## config.mk

```make
export PLATFORM = sky130hd
export DESIGN_NAME = key_debounce_multi
export DESIGN_NICKNAME = d
export VERILOG_FILES = /design/src/rtl/key_debounce_multi.sv
export SDC_FILE = /design/constraint.sdc
export NUM_CORES = 1
export LEC_CHECK = 0
export ABC_AREA = 0
export BUFFER_PORTS_ARGS = -buffer_cell sky130_fd_sc_hd__buf_2
export CAP_MARGIN = 20
export CORE_ASPECT_RATIO = 1.25
export CORE_MARGIN = 4
export CORE_UTILIZATION = 35
export DETAILED_ROUTE_END_ITERATION = 10
export PLACE_DENSITY = 0.51
export REMOVE_ABC_BUFFERS = 1
export SYNTH_ARGS = -nofsm -noshare
export SYNTH_HDL_FRONTEND = slang
export SYNTH_SLANG_ARGS = --single-unit
```

## constraint.sdc

```tcl
create_clock -name clk -period 7.8 [get_ports clk]
set_clock_uncertainty 0.05 [all_clocks]
set_input_delay 0.39 -clock clk [delete_from_list [all_inputs] [get_ports clk]]
set_output_delay 0.39 -clock clk [all_outputs]
set_load 0.005 [all_outputs]
```

## src/rtl/key_debounce_multi.sv

```systemverilog
// rtl/key_debounce_multi.sv - multi-channel key debouncer with press, release and long-press pulses
module key_debounce_multi #(
  parameter int   N_KEYS      = 4,
  parameter int   SAMPLE_TIME = 500000,
  parameter int   LONG_TIME   = 100000000,
  parameter int   CNT_W       = 27,
  parameter logic IDLE_LEVEL  = 1'b0
) (
  input  logic              clk,
  input  logic              rst,
  input  logic [N_KEYS-1:0] key_in,
  output logic [N_KEYS-1:0] key_out,
  output logic [N_KEYS-1:0] key_press,
  output logic [N_KEYS-1:0] key_release,
  output logic [N_KEYS-1:0] key_long
);

  typedef enum logic [2:0] {
    ST_IDLE,
    ST_ARMING,
    ST_HELD,
    ST_LONG,
    ST_DISARMING
  } state_t;

  localparam logic [CNT_W-1:0] SAMPLE_LAST = CNT_W'(SAMPLE_TIME - 1);
  localparam logic [CNT_W-1:0] LONG_LAST   = CNT_W'(LONG_TIME - 1);
  localparam logic [CNT_W-1:0] LONG_SAT    = CNT_W'(LONG_TIME);

  for (genvar g = 0; g < N_KEYS; g++) begin : g_ch
    logic             s1_q;
    logic             s2_q;
    logic             db_q;
    logic             db_d;
    logic [CNT_W-1:0] cnt_q;
    logic [CNT_W-1:0] cnt_d;
    logic [CNT_W-1:0] hold_q;
    logic [CNT_W-1:0] hold_d;
    state_t           state_q;
    state_t           state_d;
    logic             out_q;
    logic             press_q;
    logic             release_q;
    logic             long_q;
    logic             flip;
    logic             pressed;

    // Two-flop synchroniser for the raw asynchronous key level
    always_ff @(posedge clk or posedge rst) begin
      if (rst) begin
        s1_q <= IDLE_LEVEL;
        s2_q <= IDLE_LEVEL;
      end else begin
        s1_q <= key_in[g];
        s2_q <= s1_q;
      end
    end

    // Debounced level is pressed in HELD, LONG and while counting toward release
    assign pressed = (state_q == ST_HELD) || (state_q == ST_LONG) ||
                     (state_q == ST_DISARMING);

    // Next-state: stable-time filter, hold counter and channel state
    always_comb begin
      flip   = 1'b0;
      db_d   = db_q;
      cnt_d  = '0;
      hold_d = hold_q;
      if (s2_q != db_q) begin
        if (cnt_q == SAMPLE_LAST) begin
          flip = 1'b1;
          db_d = s2_q;
        end else begin
          cnt_d = cnt_q + 1'b1;
        end
      end
      if (flip) begin
        hold_d = '0;
      end else if (pressed && (hold_q < LONG_SAT)) begin
        hold_d = hold_q + 1'b1;
      end
      if (db_d == IDLE_LEVEL) begin
        state_d = (cnt_d != '0) ? ST_ARMING : ST_IDLE;
      end else if (cnt_d != '0) begin
        state_d = ST_DISARMING;
      end else begin
        state_d = (hold_d == LONG_SAT) ? ST_LONG : ST_HELD;
      end
    end

    // Channel FSM with registered level and event pulses
    always_ff @(posedge clk or posedge rst) begin
      if (rst) begin
        db_q      <= IDLE_LEVEL;
        cnt_q     <= '0;
        hold_q    <= '0;
        state_q   <= ST_IDLE;
        out_q     <= 1'b0;
        press_q   <= 1'b0;
        release_q <= 1'b0;
        long_q    <= 1'b0;
      end else begin
        db_q      <= db_d;
        cnt_q     <= cnt_d;
        hold_q    <= hold_d;
        state_q   <= state_d;
        out_q     <= (db_d != IDLE_LEVEL);
        press_q   <= flip && (s2_q != IDLE_LEVEL);
        release_q <= flip && (s2_q == IDLE_LEVEL);
        long_q    <= !flip && pressed && (hold_q == LONG_LAST);
      end
    end

    assign key_out[g]     = out_q;
    assign key_press[g]   = press_q;
    assign key_release[g] = release_q;
    assign key_long[g]    = long_q;
  end

endmodule

```

---- Word-level counts from Yosys, hierarchy flattened ----
Index checks and enable logic that the tools add are counted.
word-level totals
  bits in registers ....................... 252
  input port bits ......................... 6
  output and inout port bits .............. 16
operators by class
  $add $sub $neg .......................... 8
  order comparisons ....................... 4
  eq/ne operators ......................... 28
  muxes and demuxes ....................... 48
  bitwise logic cells ..................... 4
  reduce and logical (&&, ||, !) cells .... 36
operators with widths
  operator                                                                 count
  27-bit two-way mux                                                       16
  27-bit by 1-bit adder with 27-bit output, second input constant          8
  27-bit equality test, second input constant                              8
  27-bit by 19-bit equality test with 1-bit output, second input constant  4
  27-bit less-than comparator, second input constant                       4
  27-bit nonzero test                                                      4
  3-bit by 2-bit equality test with 1-bit output, second input constant    8
  1-bit two-way mux                                                        24
  3-bit two-way mux                                                        8
  1-bit logical AND                                                        20
  3-bit equality test, second input constant                               4
  1-bit logical OR                                                         8
  1-bit zero test                                                          4
  1-bit != test                                                            4
  1-bit inverter                                                           4

---- Longest topological paths before layout ----
Gate-level depths: netlist of the first run.
  word-level depth ........................ 10
  mapped depth ............................ 11
  mapped depth without buffers ............ 9

---- Least setup slack after synthesis of the first run ----
No wires, ideal clock.
  kind .................................... flip-flop to flip-flop
  from .................................... reg g_ch[1].cnt_q[0]
  to ...................................... reg g_ch[1].state_q[0]
  library setup time ...................... 76 ps
  arrival ................................. 2625 ps
  data required time ...................... 7674 ps
  setup slack ............................. 5049 ps
  stages on the path, launching flop included .. 11
  path buffers ............................ 1
  clock period less this slack ............ 2751 ps
  cell sequence ........................... dfrtp_1 ha_1 nand4_1 or4_1 clkbuf_1 nor3_1 mux2i_1 nand4_1 nor4b_2 o2111ai_1 o21ai_1
on the way
  longest elaborated chain between the ends .. 8
  elaborated cells on any way between the ends .. 15
  classes of those cells .................. 1 x add/sub; 2 x eq/ne; 11 x mux; 1 x reduce/logical
ends and longest elaborated chain
  what                                                                                              line  text
  start, declared                                                                                   35    logic [CNT_W-1:0] cnt_q;
  start signal, assigned                                                                            104   cnt_q <= cnt_d;
  parallel branches: the longest is 7 deep, another holds 27-bit by 1-bit adder with 27-bit output  --
  3-bit two-way mux (*)                                                                             82    if (db_d == IDLE_LEVEL) begin
  named net g_ch[1].state_d[0]                                                                      40    state_t state_d;
  end signal, assigned                                                                              106   state_q <= state_d;
  end, declared                                                                                     39    state_t state_q;
Mark *: on every way through the listed nets, which the timed path passes.

---- Worst setup path after layout of the first run ----
  from .................................... reg g_ch[0].state_q[1]
  to ...................................... reg g_ch[0].state_q[0]
on the way
  longest elaborated chain between the ends .. 10
  elaborated cells on any way between the ends .. 12
  classes of those cells .................. 4 x eq/ne; 5 x mux; 3 x reduce/logical
ends and longest elaborated chain
  what                                            line  text
  start, declared                                 39
  start signal, assigned                          106
  3-bit by 2-bit equality test with 1-bit output  60    assign pressed = (state_q == ST_HELD) || (state_q == ST_LONG) ||
  1-bit logical OR                                60
  1-bit logical OR (*)                            60
  1-bit logical AND (*)                           79    end else if (pressed && (hold_q < LONG_SAT)) begin
  27-bit two-way mux (*)                          79
  27-bit two-way mux (*)                          77    if (flip) begin
  named net g_ch[0].hold_d[18]                    38    logic [CNT_W-1:0] hold_d;
  27-bit equality test (*)                        87    state_d = (hold_d == LONG_SAT) ? ST_LONG : ST_HELD;
  1-bit two-way mux (*)                           87
  3-bit two-way mux (*)                           84    end else if (cnt_d != '0) begin
  3-bit two-way mux (*)                           82
  named net g_ch[0].state_d[0]                    40
The timed path passes the listed nets; every way through them passes the cells marked *.

==> impl_metrics.yaml, run 1 <==
status:
  status: "completed"
timing:
  finalCriticalPeriod_ns: 3.55
  slew_headroom_pct: 30.6
  worst_pin_slew_ns: 1.03
  hold_violations: 0
  setup_ws_ns: 4.25
  rsz0062_at_grt: "no"
  fmax_mhz: 282
  fin_tns_setup_ns: 0
  setup_viol: 0
  finalCritPeriodShare_pct: 45.5
  slew_viol_final: 0
worst_setup_path:
  worst_ep_required_time_ns: 8.24
  start_kind: "flop"
  crit_slowest_cell: "a2111oi_1"
  path_cells: "or3b_2 -> a2111oi_1 -> o211ai_1 -> or4_1 -> a21oi_1 -> nor4bb_1 -> nand4_1 -> o21ai_1"
  r2r_cells: 8
  critPathMaxFanout: 12
  r2r_end: "g_ch[0].state_q[0]$_DFF_PP0_"
  slowest_delay_ns: 0.54
  worstPathArrival_ns: 3.99
  critPathCaptureType: "flop"
  cp-endpoint: "g_ch[0].state_q[0]$_DFF_PP0_"
  crit_type: "reg2reg"
  ff2ff_setup_slack_ns: 4.25
  startpoint: "g_ch[0].state_q[1]$_DFF_PP0_"
  r2r_start: "g_ch[0].state_q[1]$_DFF_PP0_"
drt:
  wire_per_inst_um: 16.4
  vias: 12561
  viasPerCell: 5.56
  finalWirelength_mm: 37.1
  ant_nets: 0
  drc: 0
  drt_pass1_iterations: 6
  drt_first_iter_violations: 806
synth:
  synth_edf_count: 0
  ys_seq_area_share_pct: 41.1
  synth-warning-count: 0
  synth_ff_type: "dfrtp_1"
  synthArstFlopShare_pct: 100
  syn_area_um2: 15400
  ys_types: 89
  synth.avg_cell_area_um2: 8.89
  synth_seq_cells: 252
  syn_inst: 1727
placement:
  portBuffers: 21
  dpl-instance-area_um2: 15700
  dp_hpwl_mm: 25.6
  place.gp.congestion: 0.866
  preCtsSetupSlack_ns: 4.26
cells_and_area:
  antennaDiodeCount: 0
  final_common_cell: "dfrtp_1"
  num-fill-cells: 4392
  final_area_um2: 16800
  final_nets: 1687
  drive_gt1_share_pct: 6.91
  final_cell_mix: "dfrtp_1, nor2_1, nand2_1"
  syn2layout_area_growth_pct: 9.38
  largestRegisters: "g_ch.cnt_q (108), g_ch.hold_q (108), g_ch.state_q (12)"
grt:
  grt_pass1_vias: 12381
  grt_max_degree: 174
  gr-usage-all-layers_pct: 15.4
  gr-total-overflow: 0
  antenna_found_initial: 0
  grt_pass1_wl_mm: 63.3
die:
  core.rowCount: 85
  initial_core_util_pct: 35.6
  ios: 22
  dieWidth_um: 195
  die-area_um2: 47300
  die_h_um: 242
  core_um2: 43200
flow_run:
  maxCapViolCount: 0
clock_network:
  cts_hold_buf: 5
  cts-htree-levels: 1
  cts_setup_buffers: 0
  cts_sinks: 252
  worstSkewPairLatency_ns: 0.56
  cts_tree: "built"
  cts.path.max_buffers: 3
  cts_made_buffers: 30
  cts-root-buf: "clkbuf_16"
  clk_pin_slew_worst_paths_ns: 0.06
  cts_resized: 0
min_path:
  hp-start: "g_ch[3].s1_q$_DFF_PP0_"
  hold_path_class: "reg2reg"
power:
  p_leak_nw: 6.78
  power.density_nw_per_um2: 169
  ir_worst_vdd_mv: 0.132
==> cell families (layout without fill, tap and decap cells) <==
| family | count (synthesis) | in the layout | share of synthesized area (%) |
|---|---|---|---|
| xor gates and xnor gates | 180 | 180 | 10.3 |
| and+or+nand+nor | 875 | 875 | 31.2 |
| DFF | 252 | 252 | 41.1 |
| buffers and inverters | 167 | 133 | 4.61 |
| adders and majority gates | 9 | 9 | 0.717 |
| AOI/OAI and AO/OA | 228 | 228 | 11.1 |
| muxes | 16 | 16 | 1.08 |
==> metrics by stage <==
step	hold slack, ns	utilization [%]	instances	total power, mW
final	0.301	38.9	2258	2.84
after global routing	0.308	38.9	2258	2.95
after CTS	0.304	38.9	2258	2.90
after detailed placement	0.290	36.4	2201	1.42
after global placement	0.283	36.4	2201	1.42
after floorplan	0.281	-	1605	1.40
==> critical path: cells and delay by family, from the launching register on <==
kind / cells / cell delay [ns]
and+or+nand+nor: 4 / 1.64
AOI/OAI and AO/OA: 4 / 1.37
DFF: 1 / 0.41
==> metal layers <==
metal	vias up	routed length (um)	track usage, %
met5	-	0	0
met4	0	823	4.15
met3	62	1060	1.78
met2	185	18500	26.8
met1	6171	16700	20.3
li1	6143	-	-
==> worst min-delay path by stage <==
stage / cells past startpoint / slack (ns) / end
finish: 0 / 0.30 / g_ch[3].s2_q$_DFF_PP0_
CTS: 0 / 0.30 / g_ch[1].s2_q$_DFF_PP0_
global placement: 0 / 0.28 / g_ch[0].s2_q$_DFF_PP0_
floorplan: 0 / 0.28 / g_ch[0].s2_q$_DFF_PP0_
detailed placement: 0 / 0.29 / g_ch[1].s2_q$_DFF_PP0_
global route: 0 / 0.31 / g_ch[3].s2_q$_DFF_PP0_
==> layout make-up <==
class,instances,area [um2],share of cell area (%)
inverters,45,176,1.05
flip-flops and latches,252,6310,37.6
clock buffers,39,836,4.98
repair buffers,36,243,1.45
multi-input cells,1308,8360,49.8
clock inverters,13,170,1.01
well taps,565,707,4.21
==> synth_stat cells (11+ instances only) <==
master / instances / area [um2]
inv_1: 45 / 169
buf_2: 16 / 80.1
o21ai_0: 33 / 165
nand4_1: 77 / 482
nor3_1: 51 / 255
and3_1: 46 / 288
a31oi_1: 18 / 113
nor2_1: 226 / 848
or4_1: 18 / 135
nand2b_1: 17 / 106
xnor2_1: 102 / 893
nor4b_1: 19 / 166
xor2_1: 78 / 683
and2_1: 19 / 119
nor3b_1: 15 / 113
o31ai_1: 16 / 120
a21oi_1: 38 / 190
or3_1: 27 / 169
nor4_1: 54 / 338
buf_4: 16 / 120
nor2b_1: 11 / 68.8
dfrtp_1: 252 / 6310
clkbuf_1: 87 / 327
mux2i_1: 11 / 110
and4_1: 36 / 315
nand3_1: 84 / 420
a211oi_1: 12 / 90.1
nand2_1: 127 / 477
==> power by group <==
group	switching, mW	total (mW)	internal [mW]	leakage [nW]
Combinational	0.0517	0.0716	0.0199	2.80
Clock	0.559	1.44	0.879	0.494
Sequential	0.0102	1.33	1.32	3.49
No activity file was read; power rests on OpenSTA's default activity.
==> run 2: changes to the inputs <==
--- a/config.mk
+++ b/config.mk
@@ -5,7 +5,7 @@
 export SDC_FILE = /design/constraint.sdc
 export NUM_CORES = 1
 export LEC_CHECK = 0
-export ABC_AREA = 0
+export ABC_AREA = 1
 export BUFFER_PORTS_ARGS = -buffer_cell sky130_fd_sc_hd__buf_2
 export CAP_MARGIN = 20
 export CORE_ASPECT_RATIO = 1.25
==> constraint.sdc (replaced) <==
create_clock -name clk -period 3.25 [get_ports clk]
set_clock_uncertainty 0.05 [all_clocks]
set_input_delay 0.1625 -clock clk [delete_from_list [all_inputs] [get_ports clk]]
set_output_delay 0.1625 -clock clk [all_outputs]
set_load 0.005 [all_outputs]
==> impl_metrics.yaml, run 2 <==
synth:
  synth_seq_cells: 252
  synth_edf_count: 0
  synth_fa_ha_area_share_pct: 0.567
  synth_top_cell_area_share_pct: 35.7
  synth-xor-area-share_pct: 1.99
  synth_common_cells: "nand2_1, nor2_1, inv_1, nand3_1, dfrtp_1"
  ys_types: 42
  synthTopCellsByArea: "dfrtp_1, nand2_1, nor2_1"
  synth.most_common_cell: "nand2_1"
  synth_top_area_cell: "dfrtp_1"
  synth.avg_cell_area_um2: 6.30
  synth_ff_type: "dfrtp_1"
  synth-warning-count: 0
  ys_seq_area_share_pct: 35.7
  muxShareOfSynthArea_pct: 0
  synthArstFlopShare_pct: 100
  syn_inst: 2802
  yosys.area_share.simple_pct: 46.5
  syn_area_um2: 17600
  synth_top_family_by_area: "simple AND/OR/NAND/NOR gates"
  synth_compound_area_share_pct: 3.32
cells_and_area:
  syn2layout_area_growth_pct: 10.8
  final_area_um2: 19500
  final_common_cell: "nand2_1"
  antennaDiodeCount: 0
  final_cell_mix: "nand2_1, nor2_1, inv_1"
  final_core_util_pct: 39.4
  drive_gt1_share_pct: 7.38
  largestRegisters: "g_ch.cnt_q (108), g_ch.hold_q (108), g_ch.state_q (12)"
  final_nets: 2848
worst_setup_path:
  worst_ep_required_time_ns: 3.70
  worstPathArrival_ns: 3.22
  r2r_start: "g_ch[0].cnt_q[0]$_DFF_PP0_"
  startpoint: "g_ch[0].cnt_q[0]$_DFF_PP0_"
  critPathMaxFanout: 11
  crit_slowest_cell: "nand3_1"
  cpMostUsedCell: "nand2_1"
  start_kind: "flop"
  crit_type: "reg2reg"
  critPathCaptureType: "flop"
  r2r_cells: 13
  slowest_delay_ns: 0.49
  path_cells: "ha_1 -> nand2_1 -> nor2_1 -> nand4_1 -> nor3_1 -> nand3_1 -> nand3_1 -> nand2_1 -> nor2_1 -> nand2_1 -> nor2_1 -> nand3_1 -> nand2_1"
min_path:
  hp-start: "key_in[1]"
  hold_path_class: "in2reg"
  whs_path_depth: 2
placement:
  dpl-instance-area_um2: 18400
  dp_hpwl_mm: 39.1
  portBuffers: 21
  preCtsSetupSlack_ns: 0.434
  place.gp.congestion: 0.958
clock_network:
  cts_setup_buffers: 0
  cts_made_buffers: 34
  cts-root-buf: "clkbuf_16"
  cts_tree: "built"
  clk_pin_slew_worst_paths_ns: 0.06
  cts_sinks: 252
  worstSkewPairLatency_ns: 0.56
  cts-htree-levels: 2
  cts_resized: 0
  cts.path.max_buffers: 3
timing:
  slew_viol_final: 0
  whs_ns: 0.204
  slew_headroom_pct: 47.1
  fmax_mhz: 360
  setup_viol: 0
  setup_ws_ns: 0.475
  worst_pin_slew_ns: 0.794
  hold_violations: 0
  finalCritPeriodShare_pct: 85.4
  rsz0062_at_grt: "no"
  finalCriticalPeriod_ns: 2.78
die:
  ios: 22
  core.rowCount: 91
  die_h_um: 259
  dieWidth_um: 209
  core_um2: 49600
  initial_core_util_pct: 35.5
  die-area_um2: 54100
drt:
  drt_pass1_iterations: 7
  viasPerCell: 4.91
  drt_first_iter_violations: 1075
  vias: 17243
  finalWirelength_mm: 50.9
  ant_nets: 0
  drc: 0
  wire_per_inst_um: 14.5
power:
  ir_worst_vdd_mv: 0.358
  power.density_nw_per_um2: 362
  p_leak_nw: 10.2
  p_total_mw: 7.08
status:
  status: "completed"
grt:
  grt_pass1_wl_mm: 84.4
  grt_max_degree: 100
  grt_pass1_vias: 16968
  gr-total-overflow: 0
  antenna_found_initial: 0
  gr-usage-all-layers_pct: 18.6
flow_run:
  maxCapViolCount: 0
[run 2: routing by layer]
layer / track usage, % / routed length (um) / up-vias
met5: 0 / 0 / -
met4: 6.46 / 1690 / 0
met3: 2.84 / 2090 / 103
met2: 33.2 / 25200 / 345
li1: - / - / 8763
met1: 22.9 / 21900 / 8032
[run 2: worst max-delay path: cells and delay by family (launching register included)]
kind	cells	cell delay, ns
flops	1	0.39
simple gates	12	2.06
fa+ha+maj	1	0.20
[run 2: path summary, 6_finish.rpt]
kind | slack (ns) | end
worst min-delay path | 0.20 | g_ch[1].s1_q$_DFF_PP0_
worst max-delay path | 0.47 | g_ch[0].state_q[0]$_DFF_PP0_
max in group asynchronous | 1.97 | g_ch[2].hold_q[8]$_DFF_PP0_
worst max register to register | 0.47 | g_ch[0].state_q[0]$_DFF_PP0_
worst min register to register | 0.30 | g_ch[3].s2_q$_DFF_PP0_
min in group asynchronous | 0.23 | g_ch[2].s1_q$_DFF_PP0_
[run 2: what timing repair did]
| item | 4_1_cts | 5_1_grt |
|---|---|---|
| hold endpoints to repair | 99 | 0 |
| endpoints found under the setup margin | 0 | 0 |
| hold buffers | 5 | 0 |
[run 2: cells by family after synthesis]
| logic type | after synthesis |
|---|---|
| DFF | 252 |
| and+or+nand+nor | 1882 |
| AOI/OAI and AO/OA | 98 |
| xor gates and xnor gates | 40 |
| adders and majority gates | 8 |
| buffers and inverters | 522 |
[run 2: area by class of cell]
| type | instances | area [um2] |
|---|---|---|
| Fill cell | 5450 | 30100 |
| Multi-Input combinational cell | 2028 | 9240 |
| Sequential cell | 252 | 6310 |
| Inverter | 480 | 1810 |
| Clock buffer | 44 | 938 |
| Tap cell | 651 | 815 |
| Timing Repair Buffer | 38 | 270 |
| Clock inverter | 16 | 168 |
[run 2: power breakdown]
group          internal, mW  switching [mW]
combinational        0.0458           0.137
sequential             3.16          0.0172
clock                  2.22            1.50
[run 2: through the flow]
| stage | setup TNS [ns] | instances |
|---|---|---|
| global route | 0 | 3509 |
| CTS | 0 | 3509 |
| detailed placement | 0 | 3444 |
| global placement | 0 | 3444 |
| floorplan | -980.49 | 2760 |
| finish | 0 | 3509 |
